## src/rtl/bcd_display_scan.sv

```systemverilog
// bcd_display_scan: multiplexed 4-digit seven-segment driver for a packed BCD value.
// A load strobe captures the value and the adder carry-out into a hold register.
// A prescaler steps a DIG0..DIG3 scan FSM once every REFRESH_DIV clocks.
// seg, an and dp are registered from the current scan state and hold register.
// All outputs are active-low. err flags any held nibble above 9.
// Optional feature: define BCD_DISP_BLANK_EN to enable leading-zero blanking.
// Blanking is suppressed while the held carry-out is set.
module bcd_display_scan #(
  parameter int unsigned REFRESH_DIV = 50000
) (
  input  logic        clk,
  input  logic        reset,
  input  logic        load,
  input  logic [15:0] bcd_in,
  input  logic        cout_in,
  output logic [6:0]  seg,
  output logic [3:0]  an,
  output logic        dp,
  output logic        err
);

  localparam int unsigned CntW = 20;
  localparam logic [CntW-1:0] CntMax = CntW'(REFRESH_DIV - 1);

  typedef enum logic [1:0] {StDig0, StDig1, StDig2, StDig3} state_e;

  state_e      state_q, state_d;
  logic [CntW-1:0] cnt_q;
  logic        tick;
  logic [15:0] hold_q;
  logic        cout_q;
  logic        err_q;
  logic [6:0]  seg_q, seg_d;
  logic [3:0]  an_q, an_d;
  logic        dp_q, dp_d;
  logic [3:0]  digit;
  logic        blank;

  // Active-low gfedcba pattern; A..F render as a single dash.
  function automatic logic [6:0] seg_lut(input logic [3:0] d);
    logic [6:0] s;
    unique case (d)
      4'd0:    s = 7'h40;
      4'd1:    s = 7'h79;
      4'd2:    s = 7'h24;
      4'd3:    s = 7'h30;
      4'd4:    s = 7'h19;
      4'd5:    s = 7'h12;
      4'd6:    s = 7'h02;
      4'd7:    s = 7'h78;
      4'd8:    s = 7'h00;
      4'd9:    s = 7'h10;
      default: s = 7'h3F;
    endcase
    return s;
  endfunction

  assign tick = (cnt_q == CntMax);

  // Prescaler: free-running 0..REFRESH_DIV-1, unaffected by load.
  always_ff @(posedge clk) begin
    if (reset) begin
      cnt_q <= '0;
    end else if (tick) begin
      cnt_q <= '0;
    end else begin
      cnt_q <= cnt_q + CntW'(1);
    end
  end

  // Hold register and error flag, both captured on the load edge.
  always_ff @(posedge clk) begin
    if (reset) begin
      hold_q <= '0;
      cout_q <= 1'b0;
      err_q  <= 1'b0;
    end else if (load) begin
      hold_q <= bcd_in;
      cout_q <= cout_in;
      err_q  <= (bcd_in[3:0] > 4'd9) | (bcd_in[7:4] > 4'd9) |
                (bcd_in[11:8] > 4'd9) | (bcd_in[15:12] > 4'd9);
    end
  end

  // Scan FSM state register.
  always_ff @(posedge clk) begin
    if (reset) begin
      state_q <= StDig0;
    end else begin
      state_q <= state_d;
    end
  end

  // Scan FSM next state: advance one digit per prescaler tick.
  always_comb begin
    state_d = state_q;
    if (tick) begin
      unique case (state_q)
        StDig0: state_d = StDig1;
        StDig1: state_d = StDig2;
        StDig2: state_d = StDig3;
        StDig3: state_d = StDig0;
        default: state_d = StDig0;
      endcase
    end
  end

  // Digit select and blanking decision for the active slot.
  always_comb begin
    digit = hold_q[3:0];
    blank = 1'b0;
    unique case (state_q)
      StDig0: digit = hold_q[3:0];
      StDig1: digit = hold_q[7:4];
      StDig2: digit = hold_q[11:8];
      StDig3: digit = hold_q[15:12];
      default: digit = hold_q[3:0];
    endcase
`ifdef BCD_DISP_BLANK_EN
    // A slot is blank when it and every higher digit are zero; digit 0 always shows.
    unique case (state_q)
      StDig1: blank = (hold_q[15:4] == 12'h000) & ~cout_q;
      StDig2: blank = (hold_q[15:8] == 8'h00) & ~cout_q;
      StDig3: blank = (hold_q[15:12] == 4'h0) & ~cout_q;
      default: blank = 1'b0;
    endcase
`endif
  end

  // Output next-state: segment code, one-hot-low anode and overflow point.
  always_comb begin
    seg_d = seg_lut(digit);
    dp_d  = ~((state_q == StDig3) & cout_q);
    unique case (state_q)
      StDig0: an_d = 4'b1110;
      StDig1: an_d = 4'b1101;
      StDig2: an_d = 4'b1011;
      StDig3: an_d = 4'b0111;
      default: an_d = 4'b1111;
    endcase
    if (blank) begin
      seg_d = 7'h7F;
      an_d  = 4'b1111;
    end
  end

  // Registered display outputs; reset blanks the display.
  always_ff @(posedge clk) begin
    if (reset) begin
      seg_q <= 7'h7F;
      an_q  <= 4'b1111;
      dp_q  <= 1'b1;
    end else begin
      seg_q <= seg_d;
      an_q  <= an_d;
      dp_q  <= dp_d;
    end
  end

  assign seg = seg_q;
  assign an  = an_q;
  assign dp  = dp_q;
  assign err = err_q;

endmodule

```

## config.mk

```make
export PLATFORM = sky130hd
export DESIGN_NAME = bcd_display_scan
export DESIGN_NICKNAME = d
export VERILOG_FILES = /design/src/rtl/bcd_display_scan.sv
export SDC_FILE = /design/constraint.sdc
export NUM_CORES = 1
export LEC_CHECK = 0
export ABC_AREA = 1
export BUFFER_PORTS_ARGS = -buffer_cell sky130_fd_sc_hd__clkbuf_2
export CORE_MARGIN = 3
export CORE_UTILIZATION = 35
export DETAILED_ROUTE_END_ITERATION = 8
export GPL_ROUTABILITY_DRIVEN = 0
export PLACE_DENSITY = 0.51
export SLEW_MARGIN = 30
export SYNTH_ARGS = -nofsm -noshare
export SYNTH_HDL_FRONTEND = slang
export SYNTH_SLANG_ARGS = --single-unit
```

## constraint.sdc

```tcl
create_clock -name clk -period 2.94 [get_ports clk]
set_input_delay 0.147 -clock clk [delete_from_list [all_inputs] [get_ports clk]]
set_output_delay 0.147 -clock clk [all_outputs]
set_load 0.1 [all_outputs]
```

# Yosys cells after proc, flatten, opt, wreduce, memory -nomap -nowiden
# Memories as Yosys holds them, arrays and structs flattened. A register that Yosys moved wholly into a read port is not among the register bits.
# Index checks and enable logic that the tools add are counted.
# totals
mem_count	1
out_inout_bits	13
regBits	45
wordCells	27
mem_bits_ro	112
# memory_table
name	words	width	read_ports	rd_clocked_by_memory_dff	wr	line	source
(no name shown)	16	7	1	1	0	42	unique case (d)
# op_classes
reduce_logical	2
n_mux	3
bitwise	5
n_eq_ne	4
add_sub_neg	1
order_cmp	4
# op_table
cell	count
$pmux 4 s4	2
$add 20x1->20 const B	1
$eq 20x16->1 const B	1
$gt 4x4->1 const B	4
$pmux 2 s4	1
$eq 2x2->1 const B	2
$or 1x1->1	3
$eq 2x1->1 const B	1
$logic_not 2->1	1
$reduce_or 2->1	1
$and 1x1->1	1
$not 1->1	1

# Logic depth before layout (Yosys ltp)
# Gate-level depths: netlist (run 1).
# logic_depth
depth_word	4
mapped_depth	11
mapped_depth_nobuf	11

# Worst setup path after synthesis (run 1)
# OpenSTA, ideal clock, no wires.
# synth_path
kind	register to register
start	register state_q[0]
end	register seg_q[3], in the netlist seg[3]
synth_period_minus_slack_ns	1.622
path_buffers	0
arrival_time_ns	1.503
setup_slack_ns	1.318
stages_incl_launch_ff	12
cell_sequence	dfxtp_1 inv_1 ha_1 inv_2 nor2_1 o21bai_2 ha_1 inv_1 nand2_1 nand2_1 nand2_1 nand2_1
# synth_between
elab_chain_cells	2
word_cells_on_any_way	5
cone_classes	eq/ne: 3; mux: 1; reduce/logical: 1
# synth_lines
item	line	source
from (decl)	27	state_e state_q, state_d;
from (signal assigned)	88	state_q <= StDig0;
from (signal assigned)	90	state_q <= state_d;
$eq 2x2->1 (tied with other cells)	112	unique case (state_q)
$pmux 4 s4 (*)	112	
to (decl)	33	logic [6:0] seg_q, seg_d;
# Mark *: on every way between the ends. The rest lies on a longest branch, timed or not.
# A chain may end at the register's enable or synchronous reset.

# Worst setup path after layout (run 1)
# layout_path
start	register state_q[0]
end	register seg_q[4], in the netlist seg[4]
# Same word-level chain as after synthesis.

==> reports/summary.txt, run 1 <==
Final wirelength - 5200 um
Warnings, synthesis - 0
Yosys reg bits - 52
Commonest cells after routing, fill and taps aside - nand2_1, nor2_1, dfxtp_1, clkbuf_2, inv_1
Num rows - 29
DRT iter0 DRCs - 85
GRT overflow - 0
Achievable Freq - 0.537 GHz
Vias in the first global route - 1924
Die H - 89.4 um
Via/cell ratio - 4.62
Buf/Inv on CP - 1
Nets - 406
ANT nets after route - 0
Post-synthesis sequential area ratio - 0.428
Clock sink count - 52
# hold bufs at CTS - 0
Count of final setup violators - 0
CTS resizes - 0
PortBufs - 32
Slowest stage delay, CP - 0.34 ns
Critical path's top delay family - simple AND/OR/NAND/NOR gates
Top cell by count, worst path - nand2_1
FF+latch area - 0.00104 mm^2
# fillers - 693
CP Data Required Time - 3.14 ns
Initial antenna violation count - 0
Commonest non-fill, non-tap cell in the layout - nand2_1
Die span in x - 89.4 um
Total number of vias - 2100
Skew-Pair Late Insertion Delay - 0.31 ns
Outcome - finished clean
WP data arrival - 2.06 ns
Crit Path Class - flip-flop to flip-flop
DP HPWL - 3850 um
Power density cells - 498 mW/mm^2
Multi-input logic area - 0.00124 mm^2
Crit-path cells - inv_1 > ha_1 > nand2_1 > nand2_1 > nor2_1 > nor2_1 > ha_1 > nand3b_1 > nand2_1 > nand2_1 > nand3_1
Layout cells sized above 1 - 0.156
Syn_nets - 373
DRC viols - 0
Slowest cell on crit path - dfxtp_1
Setup TNS - 0 ns
Mapped cell area - 0.00243 mm^2
Critical Path Fanout Max - 6
CTS tree - yes
Nature of the critical path startpoint - flip-flop
First-pass GRT wire length - 8730 um
Synthesis-to-layout area growth - 12.8%
Max VDD drop - 0.171 mV
RSZ-0062 raised after global routing - false
H-tree depth - 2
Min cycle time layout - 1.86 ns
TritonCTS buffer count - 5
CTS clk-pin slew, worst paths - 0.10 ns
Hold Fails Final Rpt - 0
Worst setup EP type - flip-flop
GR Util All Layers - 0.139
N_diodes - 0
Fin. max-slew vios - 0
Max-cap violation count - 0
Min-Delay Path Class - input port to flip-flop
Cell count after synthesis - 345
Rel. slew slack - 0.638
Core area - 0.00653 mm^2
Worst Tran Pin Value - 0.546 ns
Synth unique cells - 31
Die Area - 0.00799 mm^2
Post-CTS Setup Bufs - 0
Leakage power - 1.13 nW
Power Total - 1.37 mW
Root Driver - clkbuf_8
Setup Skew - 0.0111 ns
Syn_area_per_cell - 7.05 um^2
Tcrit/Tclk final - 0.633
Largest net degree at the start of global routing - 27
Top Ports - 33
DRT Pass-1 Iters - 4
Initial Util - 0.373
Clock Tree Buf Depth - 2
WL per Instance - 11.4 um
per-layer routing:
| layer | up-vias | GRT usage | wire length, um |
|---|---|---|---|
| met5 | - | 0 | 0 |
| met4 | 0 | 0.0474 | 53 |
| met3 | 4 | 0.0323 | 138 |
| met2 | 27 | 0.200 | 2250 |
| met1 | 931 | 0.202 | 2760 |
| li1 | 1138 | - | - |
cell usage after synthesis (all sizes together):
master	instances	share of area
nor2	73	0.12
a31oi	1	0.0026
xor2	4	0.014
nand3	15	0.033
o21ai	23	0.052
clkbuf	4	0.0067
xnor2	2	0.0072
and3	1	0.0026
dfxtp	52	0.43
or2	2	0.0051
o21bai	3	0.011
nand4	1	0.0026
buf	3	0.011
clkinv	1	0.0015
ha	8	0.041
nand2	103	0.17
nor3	1	0.0021
a21oi	16	0.036
nand3b	4	0.012
inv	28	0.043
worst reg2reg max path, cell delays in order (launching register included):
cell and delay [ns]:
dfxtp_1 0.34, inv_1 0.11, ha_1 0.31, nand2_1 0.09, nand2_1 0.13, nor2_1 0.05
nor2_1 0.22, ha_1 0.22, nand3b_1 0.11, nand2_1 0.06, nand2_1 0.05, nand3_1 0.06
area by class of cell:
type                            instances  area share
Clock inverter                          1     0.00319
Tap cell                               77      0.0351
Sequential cell                        52       0.379
Clock buffer                            6      0.0301
Multi-Input combinational cell        257       0.452
Timing Repair Buffer                   33      0.0611
Inverter                               29      0.0397
final timing paths:
check	startpoint	to	slack, ns	depth (start not counted)
worst max-delay path	state_q[0]	seg[4]	1.08	11
worst min-delay path	cout_in	cout_q	0.06	3
worst max register to register	state_q[0]	seg[4]	1.08	11
worst min register to register	cout_q	dp	0.42	1
where the power goes:
group,switching [mW],internal (mW)
sequential,0.0117,0.735
combinational,0.150,0.0455
clock,0.237,0.188
total,0.399,0.969
cells by family after synthesis:
kind of cell	count (synthesis)	share of synthesized area
compound gates	43	0.101
flops	52	0.428
simple gates	200	0.346
xor+xnor	6	0.0216
buf+inv	36	0.0627
fa+ha+maj	8	0.0411
state kept, by name, summed over array words and instances, names as in the netlist:
name and count:
dp 1, cnt_q 20, cout_q 1, state_q 2, hold_q 16, seg 7, an 4, err 1
per-stage QoR:
stage          instances  hold slack (ns)  setup WS (ns)  area, um^2  utilization
3_5_place_dp         448            0.375           1.08        2650        0.406
6_report             455           0.0571           1.08        2750        0.420
5_1_grt              455           0.0514          0.936        2750        0.420
2_1_floorplan        345            0.216           1.32        2430            -
4_1_cts              455           0.0462           1.07        2750        0.420
3_3_place_gp         448            0.370           1.08        2650        0.406
Note: power is estimated with default switching activity, not from simulation.
==> inputs of run 2 (changes only) <==
- clock period: 2.94 -> 1.95 ns (I/O delays scaled with it)
==> reports/summary.txt, run 2 (synthesized netlist as in run 1, its figures left out) <==
Final cell count without fillers - 461 (was 455)
HP Start - cout_in (unchanged)
Layout cells sized above 1 - 0.174 (was 0.156)
Power density cells - 770 mW/mm^2 (was 498 mW/mm^2)
Routed wl met3 - 174 um (was 138 um)
Initial Util - 0.373 (unchanged)
Crit Path Class - flip-flop to flip-flop (unchanged)
Num rows - 29 (unchanged)
Rel. slew slack - 0.641 (was 0.638)
Die span in x - 89.4 um (unchanged)
Via/cell ratio - 4.54 (was 4.62)
Final hold slack - 0.0119 ns (was 0.0571 ns)
ANT nets after route - 0 (unchanged)
Synthesis-to-layout area growth - 16.3% (was 12.8%)
First-pass GRT wire length - 8650 um (was 8730 um)
GRT overflow - 0 (unchanged)
Count of final setup violators - 0 (unchanged)
Worst Tran Pin Value - 0.541 ns (was 0.546 ns)
Largest net degree at the start of global routing - 21 (was 27)
Vias in the first global route - 1844 (was 1924)
Post-layout utilization of the core - 0.434 (was 0.420)
Nature of the critical path startpoint - flip-flop (unchanged)
DRT iter0 DRCs - 72 (was 85)
Metal-1 WL - 2850 um (was 2760 um)
Root Driver - clkbuf_8 (unchanged)
Min cycle time layout - 1.75 ns (was 1.86 ns)
Worst setup EP type - flip-flop (unchanged)
Crit. Startpoint - state_q[0] (unchanged)
Final wirelength - 5100 um (was 5200 um)
Hold Fails Final Rpt - 0 (unchanged)
Achievable Freq - 0.572 GHz (was 0.537 GHz)
WL per Instance - 11.1 um (was 11.4 um)
Outcome - finished clean (unchanged)
Final Instance Area - 0.00283 mm^2 (was 0.00275 mm^2)
CTS tree - yes (unchanged)
DR WL met2 - 2020 um (was 2250 um)
Fin. max-slew vios - 0 (unchanged)
Setup TNS - 0 ns (unchanged)
DRT Pass-1 Iters - 4 (unchanged)
Die Area - 0.00799 mm^2 (unchanged)
PortBufs - 32 (unchanged)
H-tree depth - 2 (unchanged)
Post-place setup slack - 0.150 ns (was 1.08 ns)
Nets - 411 (was 406)
Power Total - 2.18 mW (was 1.37 mW)
Top Ports - 33 (unchanged)
Placed inst area - 0.00269 mm^2 (was 0.00265 mm^2)
Register name with the most flops - cnt_q (unchanged)
TritonCTS buffer count - 5 (unchanged)
Dpl cells - 451 (was 448)
Commonest non-fill, non-tap cell in the layout - nand2_1 (unchanged)
Core area - 0.00653 mm^2 (unchanged)
Worst r2r src - state_q[0] (unchanged)
Setup Skew - 0.00853 ns (was 0.0111 ns)
N_diodes - 0 (unchanged)
Number of flip-flops in the largest register - 20 (unchanged)
Max-cap violation count - 0 (unchanged)
Post-CTS Setup Bufs - 0 (unchanged)
Leakage power - 1.17 nW (was 1.13 nW)
Min-Delay Path Class - input port to flip-flop (unchanged)
Max VDD drop - 0.264 mV (was 0.171 mV)
Critical Path Fanout Max - 6 (unchanged)
WP data arrival - 1.94 ns (was 2.06 ns)
Tcrit/Tclk final - 0.896 (was 0.633)
Total number of vias - 2095 (was 2100)
GR Util All Layers - 0.138 (was 0.139)
Initial antenna violation count - 0 (unchanged)
CTS clk-pin slew, worst paths - 0.10 ns (about the same)
RSZ-0062 raised after global routing - false (unchanged)
Final worst slack - 0.203 ns (was 1.08 ns)
Die H - 89.4 um (unchanged)
Clock sink count - 52 (unchanged)
Clock Tree Buf Depth - 2 (unchanged)
DRC viols - 0 (unchanged)
DP HPWL - 3900 um (was 3850 um)
Commonest cells after routing, fill and taps aside - nand2_1, nor2_1, dfxtp_1, clkbuf_2, inv_1 (unchanged)
Highest Signal Layer - met4 (unchanged)
CP Data Required Time - 2.15 ns (was 3.14 ns)
Skew-Pair Late Insertion Delay - 0.31 ns (about the same)
-- run 2: what timing repair did --
action	in CTS	in global routing
hold endpoints to repair	2	0
setup endpoints to repair	0	2
gates resized for setup	0	4
hold buffers	2	0
-- run 2: cell type report --
cell class              count  area (um^2)
flip-flops and latches     52         1040
well taps                  77         96.3
clock inverters             3         42.5
clock buffers               5         68.8
repair buffers             38          223
fillers                   706         3700
inverters                  29          109
multi-input cells         257         1250
-- run 2: worst paths after layout --
check | end | slack (ns) | cells after the start
setup / recovery | seg[3] | 0.20 | 11
setup reg to reg | seg[3] | 0.20 | 11
hold / removal | cout_q | 0.01 | 3
hold reg to reg | dp | 0.42 | 1
-- run 2: metal layers --
metal | GRT usage | vias to the layer above
met5 | 0 | -
met4 | 0.0365 | 0
met3 | 0.0359 | 6
met2 | 0.185 | 32
met1 | 0.215 | 900
li1 | - | 1157
-- run 2: critical path: stages (launching register included) --
cell	delay (ns)
dfxtp_1	0.37
inv_1	0.09
ha_2	0.23
inv_2	0.11
nor2_1	0.07
o21bai_2	0.22
ha_1	0.31
inv_1	0.04
nand2_1	0.06
nand2_1	0.05
nand2_1	0.05
nand2_1	0.05
-- run 2: power breakdown --
group / internal, mW / total, mW / switching, mW
Combinational: 0.0788 / 0.308 / 0.229
Sequential: 1.11 / 1.13 / 0.0195
Clock: 0.380 / 0.744 / 0.363
Total: 1.57 / 2.18 / 0.612
